`config.mk`:
```
export PLATFORM = sky130hd
export DESIGN_NAME = cpu_phase_ctrl
export DESIGN_NICKNAME = d
export VERILOG_FILES = /design/src/rtl/cpu_phase_pkg.sv /design/src/rtl/cpu_phase_wdog.sv /design/src/rtl/cpu_phase_ctrl.sv
export SDC_FILE = /design/constraint.sdc
export NUM_CORES = 1
export LEC_CHECK = 0
export CORE_AREA = 2 2 46 48
export DETAILED_ROUTE_END_ITERATION = 7
export DIE_AREA = 0 0 48 50
export PLACE_DENSITY_LB_ADDON = 0.3
export REMOVE_ABC_BUFFERS = 1
export SLEW_MARGIN = 20
export SYNTH_ARGS = -nofsm -noshare
export SYNTH_HDL_FRONTEND = slang
export SYNTH_HIERARCHICAL = 1
export SYNTH_SLANG_ARGS = --single-unit
```
`constraint.sdc`:
```
create_clock -name clk -period 2.45 [get_ports clk]
set_clock_uncertainty 0.15 [all_clocks]
set_input_delay 0.6125 -clock clk [delete_from_list [all_inputs] [get_ports clk]]
set_output_delay 0.6125 -clock clk [all_outputs]
set_load 0.05 [all_outputs]
```
`src/rtl/cpu_phase_pkg.sv`:
```
// Shared types and constants for the cpu_phase_ctrl phase sequencer.
// The state encoding is visible on state_o, so the values are fixed.
package cpu_phase_pkg;

    localparam int unsigned STATE_W        = 3;
    localparam int unsigned WDOG_W         = 8;
    localparam int unsigned MD_TIMEOUT_MIN = 2;
    localparam int unsigned MD_TIMEOUT_MAX = 255;

    typedef enum logic [STATE_W-1:0] {
        ST_IDLE    = 3'd0,
        ST_FETCH   = 3'd1,
        ST_DECODE  = 3'd2,
        ST_EXEC    = 3'd3,
        ST_MD_WAIT = 3'd4,
        ST_MEM     = 3'd5,
        ST_WB      = 3'd6,
        ST_FAULT   = 3'd7
    } state_e;

endpackage

```
`src/rtl/cpu_phase_wdog.sv`:
```
// Mul/div wait counter. expire is high on the MD_TIMEOUT-th enabled cycle
// after a clear, so the FSM can fault without spending an extra cycle.
module cpu_phase_wdog
    import cpu_phase_pkg::*;
#(
    parameter int unsigned MD_TIMEOUT = 64
) (
    input  logic clk,
    input  logic rst,
    input  logic clear,
    input  logic enable,
    output logic expire
);

    logic [WDOG_W-1:0] cnt_q;
    logic [WDOG_W-1:0] cnt_d;

    always_comb begin
        cnt_d = cnt_q;
        if (clear) begin
            cnt_d = '0;
        end else if (enable) begin
            cnt_d = cnt_q + WDOG_W'(1);
        end
    end

    always_ff @(posedge clk) begin
        if (rst) begin
            cnt_q <= '0;
        end else begin
            cnt_q <= cnt_d;
        end
    end

    assign expire = enable && (cnt_q == WDOG_W'(MD_TIMEOUT - 1));

endmodule

```
`src/rtl/cpu_phase_ctrl.sv`:
```
// Phase sequencer: one-hot enable strobes for fetch/decode/ALU/mem/writeback.
// Define CPU_PHASE_PERF_EN to add the cycle_cnt / instret_cnt counters.
module cpu_phase_ctrl
    import cpu_phase_pkg::*;
#(
    parameter int unsigned MD_TIMEOUT = 64,
    parameter int unsigned CNT_W      = 32
) (
    input  logic               clk,
    input  logic               rst,
    input  logic               run,
    input  logic               step,
    input  logic               is_md,
    input  logic               is_mem,
    input  logic               alu_complete,
    input  logic               mem_ready,
    output logic               fetch_en,
    output logic               dec_en,
    output logic               alu_en,
    output logic               md_start,
    output logic               mem_en,
    output logic               wb_en,
    output logic               busy,
    output logic               md_fault,
    output logic [STATE_W-1:0] state_o
`ifdef CPU_PHASE_PERF_EN
    ,
    output logic [CNT_W-1:0]   cycle_cnt,
    output logic [CNT_W-1:0]   instret_cnt
`endif
);

    if ((MD_TIMEOUT < MD_TIMEOUT_MIN) || (MD_TIMEOUT > MD_TIMEOUT_MAX)) begin : g_bad_md_timeout
        $error("cpu_phase_ctrl: MD_TIMEOUT out of range");
    end
    if (CNT_W == 0) begin : g_bad_cnt_w
        $error("cpu_phase_ctrl: CNT_W must be non-zero");
    end

    state_e state_q;
    state_e state_d;
    logic   single_q;
    logic   single_d;
    logic   md_q;
    logic   md_d;
    logic   mem_q;
    logic   mem_d;

    logic   fetch_en_c;
    logic   dec_en_c;
    logic   alu_en_c;
    logic   md_start_c;
    logic   mem_en_c;
    logic   wb_en_c;
    logic   md_fault_c;
    logic   wdog_en_c;
    logic   wdog_expire;

    cpu_phase_wdog #(
        .MD_TIMEOUT (MD_TIMEOUT)
    ) u_wdog (
        .clk    (clk),
        .rst    (rst),
        .clear  (md_start_c),
        .enable (wdog_en_c),
        .expire (wdog_expire)
    );

    // Next-state and strobe decode; strobes depend on the current state only.
    always_comb begin
        state_d    = state_q;
        single_d   = single_q;
        md_d       = md_q;
        mem_d      = mem_q;
        fetch_en_c = 1'b0;
        dec_en_c   = 1'b0;
        alu_en_c   = 1'b0;
        md_start_c = 1'b0;
        mem_en_c   = 1'b0;
        wb_en_c    = 1'b0;
        md_fault_c = 1'b0;
        wdog_en_c  = 1'b0;

        case (state_q)
            ST_IDLE: begin
                if (run) begin
                    state_d = ST_FETCH;
                end else if (step) begin
                    state_d  = ST_FETCH;
                    single_d = 1'b1;
                end
            end
            ST_FETCH: begin
                fetch_en_c = 1'b1;
                state_d    = ST_DECODE;
            end
            ST_DECODE: begin
                dec_en_c = 1'b1;
                md_d     = is_md;
                mem_d    = is_mem;
                state_d  = ST_EXEC;
            end
            ST_EXEC: begin
                alu_en_c = 1'b1;
                // mul/div wins over a (decode-illegal) simultaneous mem flag
                if (md_q) begin
                    md_start_c = 1'b1;
                    state_d    = ST_MD_WAIT;
                end else if (mem_q) begin
                    state_d = ST_MEM;
                end else begin
                    state_d = ST_WB;
                end
            end
            ST_MD_WAIT: begin
                wdog_en_c = 1'b1;
                if (alu_complete) begin
                    state_d = ST_WB;
                end else if (wdog_expire) begin
                    state_d = ST_FAULT;
                end
            end
            ST_MEM: begin
                mem_en_c = 1'b1;
                if (mem_ready) begin
                    state_d = ST_WB;
                end
            end
            ST_WB: begin
                wb_en_c = 1'b1;
                if (run && !single_q) begin
                    state_d = ST_FETCH;
                end else begin
                    single_d = 1'b0;
                    state_d  = ST_IDLE;
                end
            end
            ST_FAULT: begin
                md_fault_c = 1'b1;
            end
            default: begin
                state_d = ST_IDLE;
            end
        endcase
    end

    always_ff @(posedge clk) begin
        if (rst) begin
            state_q  <= ST_IDLE;
            single_q <= 1'b0;
            md_q     <= 1'b0;
            mem_q    <= 1'b0;
        end else begin
            state_q  <= state_d;
            single_q <= single_d;
            md_q     <= md_d;
            mem_q    <= mem_d;
        end
    end

    assign fetch_en = fetch_en_c;
    assign dec_en   = dec_en_c;
    assign alu_en   = alu_en_c;
    assign md_start = md_start_c;
    assign mem_en   = mem_en_c;
    assign wb_en    = wb_en_c;
    assign md_fault = md_fault_c;
    assign busy     = (state_q != ST_IDLE);
    assign state_o  = STATE_W'(state_q);

`ifdef CPU_PHASE_PERF_EN
    logic [CNT_W-1:0] cycle_cnt_q;
    logic [CNT_W-1:0] cycle_cnt_d;
    logic [CNT_W-1:0] instret_cnt_q;
    logic [CNT_W-1:0] instret_cnt_d;

    // Active cycles exclude IDLE and FAULT; both counters wrap naturally.
    always_comb begin
        cycle_cnt_d   = cycle_cnt_q;
        instret_cnt_d = instret_cnt_q;
        if ((state_q != ST_IDLE) && (state_q != ST_FAULT)) begin
            cycle_cnt_d = cycle_cnt_q + CNT_W'(1);
        end
        if (wb_en_c) begin
            instret_cnt_d = instret_cnt_q + CNT_W'(1);
        end
    end

    always_ff @(posedge clk) begin
        if (rst) begin
            cycle_cnt_q   <= '0;
            instret_cnt_q <= '0;
        end else begin
            cycle_cnt_q   <= cycle_cnt_d;
            instret_cnt_q <= instret_cnt_d;
        end
    end

    assign cycle_cnt   = cycle_cnt_q;
    assign instret_cnt = instret_cnt_q;
`endif

endmodule

```
# After elaboration in Yosys (flattened, before gate mapping)
# Index checks and enable logic that the tools add are counted.
# word_totals
output_inout_bits	11
ff_bits	14
wordCells	52
in_bits	8
# classes
eq_ne	14
add_sub_neg	1
mux	22
n_reduce_logical	10
# op_table
cell	count
case mux 3 bit (7 select lines)	1
2-to-1 mux 3 bit	5
2-to-1 mux 1 bit	13
equality test 3 bit (second input constant)	4
adder 8 x 1 -> 8 bit (second input constant)	1
equality test 8 x 6 -> 1 bit (second input constant)	1
inequality test 2 bit (second input constant)	4
AND reduction 4 bit	2
nonzero test 7 bit	1
equality test 3 x 2 -> 1 bit (second input constant)	2
2-to-1 mux 2 bit	2
equality test 3 x 1 -> 1 bit (second input constant)	1
logical NOT 3 bit	1
inequality test 3 x 2 -> 1 bit (second input constant)	1
inequality test 3 bit (second input constant)	1
nonzero test 3 bit	1
logical AND 1 bit	2
case mux 1 bit (2 select lines)	1
nonzero test 2 bit	1
OR reduction 2 bit	1
logical NOT 1 bit	1

# Logic depth before layout (Yosys ltp)
# Gate-level depths: netlist of the first run.
# logic_depth
ltp_word	6
depth_mapped	8
mapped_depth_nobuf	7

# Hierarchy
# The synthesis of the first run kept the hierarchy.
# modules_own_cells
module	instances	cells_per_inst	area_per_inst_um2	seq_area_each_um2
cpu_phase_ctrl	1	47	369.1	120.1
cpu_phase_wdog	1	38	346.6	160.2

# Least setup slack after synthesis of the first run
# No wires, ideal clock.
# synth_timing
path_type	flip-flop to output port
startpoint	reg state_q[0], in the netlist state_o[0]
endpoint	out md_start
required_time_ns	1.688
slack_ns	-0.636
stages_incl_launch_ff	5
t_arrival_ns	2.323
path_buffers	1
cell_sequence	dfxtp_1 > clkbuf_2 > nand2_1 > nor2_1 > and2_1
# synth_between
elab_chain_cells	2
# synth_rtl
element	line	rtl
start, declared	cpu_phase_ctrl.sv:40	state_e state_q;
start signal, assigned	cpu_phase_ctrl.sv:154	state_q <= state_d;
equality test 3 x 2 -> 1 bit	cpu_phase_ctrl.sv:84	case (state_q)
2-to-1 mux 1 bit	cpu_phase_ctrl.sv:84	
end, declared	cpu_phase_ctrl.sv:20	output logic md_start,
# Every way passes these cells.

# Worst setup path after layout of the first run
# layout_timing
startpoint	reg state_q[1], in the netlist state_o[1]
endpoint	out md_start
# The elaborated chain is that of the path after synthesis.

==> flow_summary_export.csv, run 1 <==
group,metric,value,unit
status,outcome,"completed",
sta,hold_violations,0,
sta,whs,0.3477,ns
route,drt_iter0_drc,12,
clocking,clockBufferDepth,2,
yosys,synth_seq_cells,14,
worst_setup_path,crit_type,"reg2out",
route,via_per_inst,4.932,
min_path,hp-class,"reg2reg",
global_routing,gr-total-overflow,0,
floorplanning,die_w,48,µm
layout,fin_nets,116,
yosys,netlist_instances,85,
global_routing,grtUsageTotal,0.1548,
worst_setup_path,crit_arrival,1.52,ns
worst_setup_path,startpoint,"state_o[1]$_SDFFE_PP0P_",
place,portBuffers,18,
worst_setup_path,cp-endpoint,"md_start",
clocking,cts_hold_buf,0,
worst_setup_path,crit_required,1.69,ns
worst_setup_path,cp_num_buf_inv,1,
place,place_congestion,0.8409,
worst_setup_path,r2r_start,"state_o[1]$_SDFFE_PP0P_",
clocking,cts_tree,"yes",
sta,maxSlewHeadroom,0.6656,
worst_setup_path,path_cells,"nand2_1 > nor2_1 > and2_1 > buf_12",
worst_setup_path,cp.depth,4,
route,wl_met2,748,µm
power,power.total,0.0006371,W
global_routing,grt_pass1_wl,2573,µm
floorplanning,start_util,0.3763,
yosys,ys.flop_type,"dfxtp_1",
worst_setup_path,cpLargestDelayFamily,"simple AND/OR/NAND/NOR gates",
clocking,post_cts_buffers,0,
yosys,synth-seq-area-share,0.3916,
sta,drv_slew,0,
run,drv_cap,0,
worst_setup_path,cp_slowest_cell,"dfxtp_1",
route,drt.antenna.violating_nets,0,
sta,setup_ws,0.1678,ns
yosys,ys_types,33,
power,seq_power_share,0.410,
worst_setup_path,worstSetupEndpointType,"output port",
sta,fmax,438.2,MHz
sta,rsz0062_at_grt,"no",
place,dpl_cell_area,991.0,µm²
layout,areaGrowthSynthToFinish,44.75,%
place,dp_slack,0.3398,ns
route,wl,1553,µm
yosys,synth_top_area_cell,"dfxtp_1",
yosys,syn_area,715.7,µm²
sta,finalSetupViolations,0,
floorplanning,dieArea,0.002400,mm²
global_routing,antenna_found_initial,0,
power,internal_power,0.0004202,W
clocking,h-tree-depth,1,
sta,post-route-min-period,2.282,ns
route,routed-via-count,656,
floorplanning,core,0.001902,mm²
worst_setup_path,r2r-end,"state_o[0]$_SDFFE_PP0P_",
yosys,syn_area_per_cell,8.420,µm²
clocking,cts_buffers,3,
worst_setup_path,worst-r2r-setup-slack,0.57,ns
power,max-vdd-ir-drop,0.0004524,V
sta,worst_slew_pin_slew,0.5008,ns
place,dp_hpwl,1222,µm
global_routing,grt_pass1_vias,583,
yosys,yosysTopAreaCellShare,0.3916,
clocking,numClockSinks,14,
clocking,path_clk_slew,0.08,ns
sta,fin_crit_sh,0.9315,
route,drtPass1Iterations,4,
power,power_frac_comb,0.331,
power,switching_power,0.0002169,W
clocking,cts-resized-gates,0,
layout,drive_gt1_frac,0.2547,
layout,diodes,0,
power,clockPowerShare,0.259,
floorplanning,rows,16,
worst_setup_path,critPathMaxStageDelay,0.49,ns
layout,postLayoutCoreUtil,0.5447,
route,top_layer,"met4",
clocking,clock-root-buffer,"clkbuf_4",
worst_setup_path,reg2reg_depth,6,
route,avgRoutedWirePerCell,11.68,µm
route,drc_errors,0,
layout,layout_common_cells,"nor2_1, dfxtp_1, nand2_1, clkdlybuf4s50_1, buf_12",
layout,stdcell_area,0.001036,mm²
power,powerDensity,615.0,mW/mm²
floorplanning,die_h,50,µm
yosys,yosys_warnings,6,
route,drt-met1-wl,718,µm
yosys,synth_area_leaders,"dfxtp_1, nor2_1, a21oi_1",
yosys,synth_edf_count,0,
power,p_leak,0.4045,nW
worst_setup_path,cp-start-kind,"flip-flop",
clocking,clk_latency,0.28,ns
global_routing,grt_max_degree,14,
worst_setup_path,path_max_fanout,9,
yosys,async_flop_share,0,
power,p_sw_frac,0.3404,
route,met3WireLength,59,µm
floorplanning,num_io_pins,19,
## cell type report
class | instances | area (µm²)
fillers | 175 | 865.8
multi-input cells | 65 | 412.9
flip-flops and latches | 14 | 281.5
repair buffers | 20 | 260.3
clock buffers | 4 | 36.28
well taps | 27 | 33.78
inverters | 3 | 11.26
## flip-flops by register name, summed over array words and instances, names as in the netlist
name and count:
state_o 3, single_q 1, md_q 1, u_wdog/cnt_q 8
mem_q 1
## stage by stage
step / instances / TNS (ns)
global placement: 129 / 0
detailed placement: 129 / 0
floorplan: 82 / -4.675
global route: 133 / 0
finish: 133 / 0
CTS: 133 / 0
## worst min-delay path: cells and delay by family (launching register included)
kind / cells / cell delay (ns)
DFF: 1 / 0.33
AOI/OAI and AO/OA: 2 / 0.13
## logic make-up after synthesis
logic type      share of synthesized area
simple gates                       0.3112
compound gates                     0.1504
flops                              0.3916
buf+inv                           0.03845
xor+xnor                          0.04896
mux                               0.04196
fa+ha+maj                         0.01748
## worst min path at each step
stage                            startpoint                            to  slack (ns)  cells after the start
6_report       u_wdog/cnt_q[5]$_SDFFE_PP0P_  u_wdog/cnt_q[5]$_SDFFE_PP0P_        0.35                      2
5_1_grt        u_wdog/cnt_q[6]$_SDFFE_PP0P_  u_wdog/cnt_q[6]$_SDFFE_PP0P_        0.40                      2
4_1_cts        u_wdog/cnt_q[5]$_SDFFE_PP0P_  u_wdog/cnt_q[5]$_SDFFE_PP0P_        0.35                      2
3_5_place_dp   u_wdog/cnt_q[5]$_SDFFE_PP0P_  u_wdog/cnt_q[5]$_SDFFE_PP0P_        0.34                      2
3_3_place_gp   u_wdog/cnt_q[5]$_SDFFE_PP0P_  u_wdog/cnt_q[5]$_SDFFE_PP0P_        0.32                      2
2_1_floorplan  u_wdog/cnt_q[5]$_SDFFE_PP0P_  u_wdog/cnt_q[5]$_SDFFE_PP0P_        0.31                      2
## cell usage after synthesis (all sizes together), types with 3 or more instances
library cell,count
xor2,3
or3,3
o21ai,5
nor3,4
nor2,14
mux2i,3
nand2,7
dfxtp,14
inv,3
a21oi,6
## power by group through the flow
stage	clock, W	combinational [W]	sequential (W)
global placement	0	0.000212	0.000264
CTS	0.000173	0.000212	0.000260
detailed placement	0	0.000212	0.000266
finish	0.000165	0.000211	0.000261
floorplan	0	0.000106	0.000286
global route	0.000188	0.000221	0.000264
## metal layers
layer	vias up	track usage
li1	342	-
met2	14	0.2156
met3	2	0.04396
met5	-	0
met4	0	0.08108
met1	298	0.2098
No activity file was read; power rests on OpenSTA's default activity.
==> inputs of run 2 (changes only) <==
--- a/config.mk
+++ b/config.mk
@@ -5,11 +5,12 @@
 export SDC_FILE = /design/constraint.sdc
 export NUM_CORES = 1
 export LEC_CHECK = 0
-export CORE_AREA = 2 2 46 48
+export CORE_AREA = 2 2 43 45
 export DETAILED_ROUTE_END_ITERATION = 7
-export DIE_AREA = 0 0 48 50
+export DIE_AREA = 0 0 45 47
 export PLACE_DENSITY_LB_ADDON = 0.3
 export REMOVE_ABC_BUFFERS = 1
+export SETUP_SLACK_MARGIN = 0.5
 export SLEW_MARGIN = 20
 export SYNTH_ARGS = -nofsm -noshare
 export SYNTH_HDL_FRONTEND = slang
==> run 2 against run 1 <==
Against the previous run: sequential cell count stayed put; sequential share of layout area down 0.56 points; global-route usage is 2.6 points higher; count of clock-buffer cells in the layout down 1; clock power shrank 26%; critical path type unchanged; largest cell class unchanged.
==> flow_summary_export.csv, run 2 (synthesized netlist as in run 1, its figures left out) <==
group,metric,value,unit
sta,fmax,489.0,MHz
place,portBuffers,18,
place,dp_slack,0.3328,ns
layout,nFillCells,129,
power,switching_power,0.0002255,W
global_routing,grtUsageTotal,0.1807,
power,powerDensity,585.9,mW/mm²
sta,finalSetupViolations,0,
layout,postLayoutCoreUtil,0.6576,
power,p_sw_frac,0.3544,
worst_setup_path,crit_type,"reg2out",
status,outcome,"completed",
sta,hold_violations,0,
sta,fin_crit_sh,0.8347,
floorplanning,num_io_pins,19,
worst_setup_path,cp-start-kind,"flip-flop",
floorplanning,die_w,45,µm
layout,final_common_cell,"nor2_1",
worst_setup_path,crit_required,1.69,ns
route,wl,1767,µm
route,drtPass1Iterations,4,
clocking,clk_latency,0.28,ns
layout,largest_register_ffs,8,
global_routing,gr-total-overflow,0,
worst_setup_path,worstSetupEndpointType,"output port",
clocking,path_clk_slew,0.08,ns
layout,register_area,289.0,µm²
route,avgRoutedWirePerCell,13.80,µm
place,dpl_cell_area,978.4,µm²
layout,diodes,0,
clocking,numClockSinks,14,
global_routing,antenna_found_initial,0,
worst_setup_path,crit_arrival,1.28,ns
route,via_per_inst,5.344,
route,drt_iter0_drc,11,
layout,regMostFlops,"u_wdog/cnt_q",
floorplanning,rows,15,
sta,post-route-min-period,2.045,ns
clocking,cts_tree,"yes",
power,seq_power_share,0.406,
clocking,cts_hold_buf,0,
floorplanning,core,0.001652,mm²
sta,setup_ws,0.4050,ns
floorplanning,start_util,0.4333,
global_routing,grt_pass1_vias,601,
place,dp_hpwl,1198,µm
layout,areaGrowthSynthToFinish,51.75,%
route,drc_errors,0,
power,power_frac_comb,0.402,
clocking,clock-root-buffer,"clkbuf_4",
layout,multi_input_area,429.2,µm²
sta,drv_slew,0,
power,power.total,0.0006363,W
clocking,cts_buffers,3,
power,max-vdd-ir-drop,0.0004278,V
global_routing,grt_max_degree,11,
floorplanning,die_h,47,µm
worst_setup_path,path_max_fanout,7,
layout,layout_common_cells,"nor2_1, dfxtp_1, buf_4",
sta,maxSlewHeadroom,0.6800,
min_path,hp-class,"reg2reg",
sta,rsz0062_at_grt,"yes",
layout,drive_gt1_frac,0.3243,
layout,stdcell_area,0.001086,mm²
place,place_congestion,0.8649,
sta,worst_slew_pin_slew,0.4819,ns
power,internal_power,0.0004108,W
route,drt.antenna.violating_nets,0,
route,routed-via-count,684,
floorplanning,dieArea,0.002115,mm²
power,clockPowerShare,0.192,
power,p_leak,0.4182,nW
global_routing,grt_pass1_wl,2677,µm
layout,fin_nets,122,
clocking,clockBufferDepth,2,
clocking,h-tree-depth,1,
run,drv_cap,0,
run 2: path summary, 6_finish.rpt:
check | start | endpoint | slack (ns) | cells past startpoint
worst max-delay path | state_o[1]$_SDFFE_PP0P_ | wb_en | 0.40 | 3
worst min-delay path | u_wdog/cnt_q[5]$_SDFFE_PP0P_ | u_wdog/cnt_q[5]$_SDFFE_PP0P_ | 0.35 | 2
worst max register to register | state_o[2]$_SDFFE_PP0P_ | state_o[0]$_SDFFE_PP0P_ | 0.48 | 7
worst min register to register | u_wdog/cnt_q[5]$_SDFFE_PP0P_ | u_wdog/cnt_q[5]$_SDFFE_PP0P_ | 0.35 | 2
run 2: worst max-delay path: stages (launching register included):
cell and delay, ns:
dfxtp_4 0.39, clkinvlp_4 0.18, nor3_4 0.26, buf_12 0.17
run 2: metrics by stage:
stage	TNS, ns	hold slack [ns]	std cells
CTS	0	0.3551	128
global placement	0	0.3192	119
detailed placement	0	0.3410	119
floorplan	-4.675	0.3082	82
global route	0	0.3814	128
finish	0	0.3533	128
run 2: per-layer routing:
metal,wire length [µm],part of all wire,GRT usage,vias up
met5,0,0,0,-
met4,24,0.014,0.07059,0
met3,68,0.038,0.06154,2
met2,872,0.49,0.2743,16
met1,801,0.45,0.2376,312
li1,-,-,-,354
run 2: cell type report:
cell class / count / area share
multi-input cells: 65 / 0.3952
repair buffers: 26 / 0.2846
inverters: 3 / 0.01382
flip-flops and latches: 14 / 0.2661
clock buffers: 3 / 0.02074
well taps: 17 / 0.01959
run 2: power groups by stage:
stage          combinational, W  clock (W)  sequential [W]
2_1_floorplan          0.000106          0        0.000286
6_report               0.000256   0.000122        0.000258
3_5_place_dp           0.000212          0        0.000265
5_1_grt                0.000268   0.000136        0.000260
4_1_cts                0.000250   0.000128        0.000256
3_3_place_gp           0.000212          0        0.000264
run 2: repair_timing:
action,in CTS,in global routing
resized for setup,14,1
pin swaps,2,0
endpoints found under the setup margin,11,10
buffers inserted,6,0
endpoints found under the hold margin,0,0
==> inputs of run 3 (changes only) <==
--- a/config.mk
+++ b/config.mk
@@ -5,9 +5,9 @@
 export SDC_FILE = /design/constraint.sdc
 export NUM_CORES = 1
 export LEC_CHECK = 0
-export CORE_AREA = 2 2 43 45
+export CORE_AREA = 2 2 45 47
 export DETAILED_ROUTE_END_ITERATION = 7
-export DIE_AREA = 0 0 45 47
+export DIE_AREA = 0 0 47 49
 export PLACE_DENSITY_LB_ADDON = 0.3
 export REMOVE_ABC_BUFFERS = 1
 export SETUP_SLACK_MARGIN = 0.5
==> constraint.sdc (replaced) <==
create_clock -name clk -period 1.7 [get_ports clk]
set_clock_uncertainty 0.15 [all_clocks]
set_input_delay 0.425 -clock clk [delete_from_list [all_inputs] [get_ports clk]]
set_output_delay 0.425 -clock clk [all_outputs]
set_load 0.05 [all_outputs]
==> run 3 against run 2 <==
Against the previous run: worst hold slack worse by 0.0033 ns; utilization up 6.1 points; count of clock-buffer cells in the layout up 1; die area up 8.9%; highest routed layer unchanged; largest power group is now combinational cells; total power up 73%; combinational power up 97%; the run now ends with negative setup slack left; sequential cell count unchanged; largest cell class is now buffers.
==> flow_summary_export.csv, run 3 (synthesized netlist as in run 1, its figures left out) <==
group,metric,value,unit
global_routing,grt_pass1_vias,782,
status,violations,"negative setup slack",
floorplanning,die_w,47,µm
clocking,cts_hold_buf,0,
sta,hold_violations,0,
route,drtPass1Iterations,4,
worst_setup_path,crit_type,"reg2out",
clocking,path_clk_slew,0.08,ns
layout,diodes,0,
worst_setup_path,critPathMaxStageDelay,0.35,ns
route,drc_errors,0,
place,portBuffers,18,
layout,largest_register_ffs,8,
route,wl,2035,µm
route,drt.antenna.violating_nets,0,
worst_setup_path,cp-start-kind,"flip-flop",
power,p_leak,0.5263,nW
clocking,clk_latency,0.28,ns
global_routing,grt_pass1_wl,3305,µm
floorplanning,core,0.001842,mm²
clocking,clock-root-buffer,"clkbuf_4",
floorplanning,dieArea,0.002303,mm²
clocking,h-tree-depth,1,
clocking,clockBufferDepth,2,
clocking,cts_tree,"yes",
clocking,numClockSinks,14,
worst_setup_path,path_max_fanout,8,
layout,drive_gt1_frac,0.4488,
floorplanning,start_util,0.3886,
layout,final_common_cell,"buf_4",
sta,finalSetupViolations,11,
worst_setup_path,crit_arrival,1.30,ns
sta,drv_slew,0,
global_routing,gr-total-overflow,0,
worst_setup_path,reg2reg_depth,6,
layout,fin_nets,137,
min_path,hp-class,"reg2reg",
global_routing,antenna_found_initial,0,
place,dp_hpwl,1365,µm
status,outcome,"finished, violations left",
worst_setup_path,worstSetupEndpointType,"output port",
worst_setup_path,path_cells,"buf_6 > nand2_2 > nor2_4 > and2_4 > buf_12",
power,max-vdd-ir-drop,0.0005259,V
sta,whs,0.3500,ns
power,power.total,0.001100,W
worst_setup_path,r2r_start,"state_o[2]$_SDFFE_PP0P_",
layout,nFillCells,146,
worst_setup_path,crit_required,1.12,ns
power,powerDensity,830.8,mW/mm²
sta,fmax,532.0,MHz
route,routed-via-count,761,
run,drv_cap,0,
clocking,cts_buffers,3,
route,drt_iter0_drc,19,
floorplanning,num_io_pins,19,
global_routing,grtUsageTotal,0.1917,
worst_setup_path,startpoint,"state_o[0]$_SDFFE_PP0P_",
sta,worst_slew_pin_slew,0.2888,ns
sta,post-route-min-period,1.880,ns
worst_setup_path,cp-endpoint,"md_start",
floorplanning,die_h,49,µm
sta,setup_ws,-0.1797,ns
sta,fin_crit_sh,1.106,
layout,regMostFlops,"u_wdog/cnt_q",
worst_setup_path,worst-r2r-setup-slack,-0.03,ns
worst_setup_path,r2r-end,"u_wdog/cnt_q[7]$_SDFFE_PP0P_",
layout,areaGrowthSynthToFinish,84.97,%
worst_setup_path,cp_slowest_cell,"dfxtp_2",
route,via_per_inst,4.942,
floorplanning,rows,16,
sta,maxSlewHeadroom,0.8060,
sta,rsz0062_at_grt,"yes",
layout,layout_common_cells,"buf_4, nor2_1, dfxtp_1, buf_12, buf_6",
global_routing,grt_max_degree,11,
route,avgRoutedWirePerCell,13.21,µm
place,place_congestion,0.8447,
layout,postLayoutCoreUtil,0.7188,
[run 3: worst max-delay path, delay by kind of cell (launching register included)]
kind	cells	cell delay, ns
simple gates	3	0.41
buf+inv	2	0.27
flops	1	0.35
[run 3: per-stage QoR]
| stage | instances | setup TNS [ns] | setup WS, ns | area, µm² |
|---|---|---|---|---|
| after floorplan | 82 | -16.84 | -1.148 | 699.4 |
| after global placement | 142 | -0.02426 | -0.02426 | 1136 |
| after detailed placement | 142 | -0.04436 | -0.04436 | 1136 |
| after CTS | 150 | -0.9537 | -0.1807 | 1244 |
| after global routing | 154 | -1.868 | -0.2340 | 1324 |
| final | 154 | -0.9738 | -0.1797 | 1324 |
[run 3: worst min-delay path by stage]
stage,from,to,cells past startpoint
2_1_floorplan,u_wdog/cnt_q[5]$_SDFFE_PP0P_,u_wdog/cnt_q[5]$_SDFFE_PP0P_,2
6_report,u_wdog/cnt_q[5]$_SDFFE_PP0P_,u_wdog/cnt_q[5]$_SDFFE_PP0P_,2
5_1_grt,u_wdog/cnt_q[5]$_SDFFE_PP0P_,u_wdog/cnt_q[5]$_SDFFE_PP0P_,2
3_3_place_gp,u_wdog/cnt_q[5]$_SDFFE_PP0P_,u_wdog/cnt_q[5]$_SDFFE_PP0P_,2
3_5_place_dp,u_wdog/cnt_q[5]$_SDFFE_PP0P_,u_wdog/cnt_q[5]$_SDFFE_PP0P_,2
4_1_cts,u_wdog/cnt_q[5]$_SDFFE_PP0P_,u_wdog/cnt_q[5]$_SDFFE_PP0P_,2
[run 3: routing by layer]
| metal | track usage | wire length, µm | vias up |
|---|---|---|---|
| li1 | - | - | 385 |
| met1 | 0.2373 | 862 | 357 |
| met2 | 0.3105 | 1073 | 16 |
| met3 | 0.05185 | 88 | 3 |
| met4 | 0.06481 | 10 | 0 |
| met5 | 0 | 0 | - |
[run 3: layout make-up]
type	count	area (µm²)	share of cell area
Timing Repair Buffer	41	504.2	0.3809
Multi-Input combinational cell	65	449.2	0.3393
Sequential cell	14	284.0	0.2146
Clock buffer	4	36.28	0.02741
Tap cell	27	33.78	0.02552
Inverter	3	16.27	0.01229
[run 3: what timing repair did]
action | 4_1_cts | 5_1_grt
hold endpoints to repair | 0 | 0
resized for setup | 15 | 14
pin swaps | 2 | 5
setup buffers | 4 | 4
endpoints found under the setup margin | 24 | 24
[run 3: power breakdown]
group / internal, W / leakage, nW / total [W] / switching [W]
logic: 0.000261 / 0.391 / 0.000505 / 0.000244
clock network: 0.000130 / 0.0210 / 0.000234 / 0.000104
registers: 0.000347 / 0.115 / 0.000361 / 0.0000135
total: 0.000739 / 0.526 / 0.00110 / 0.000361
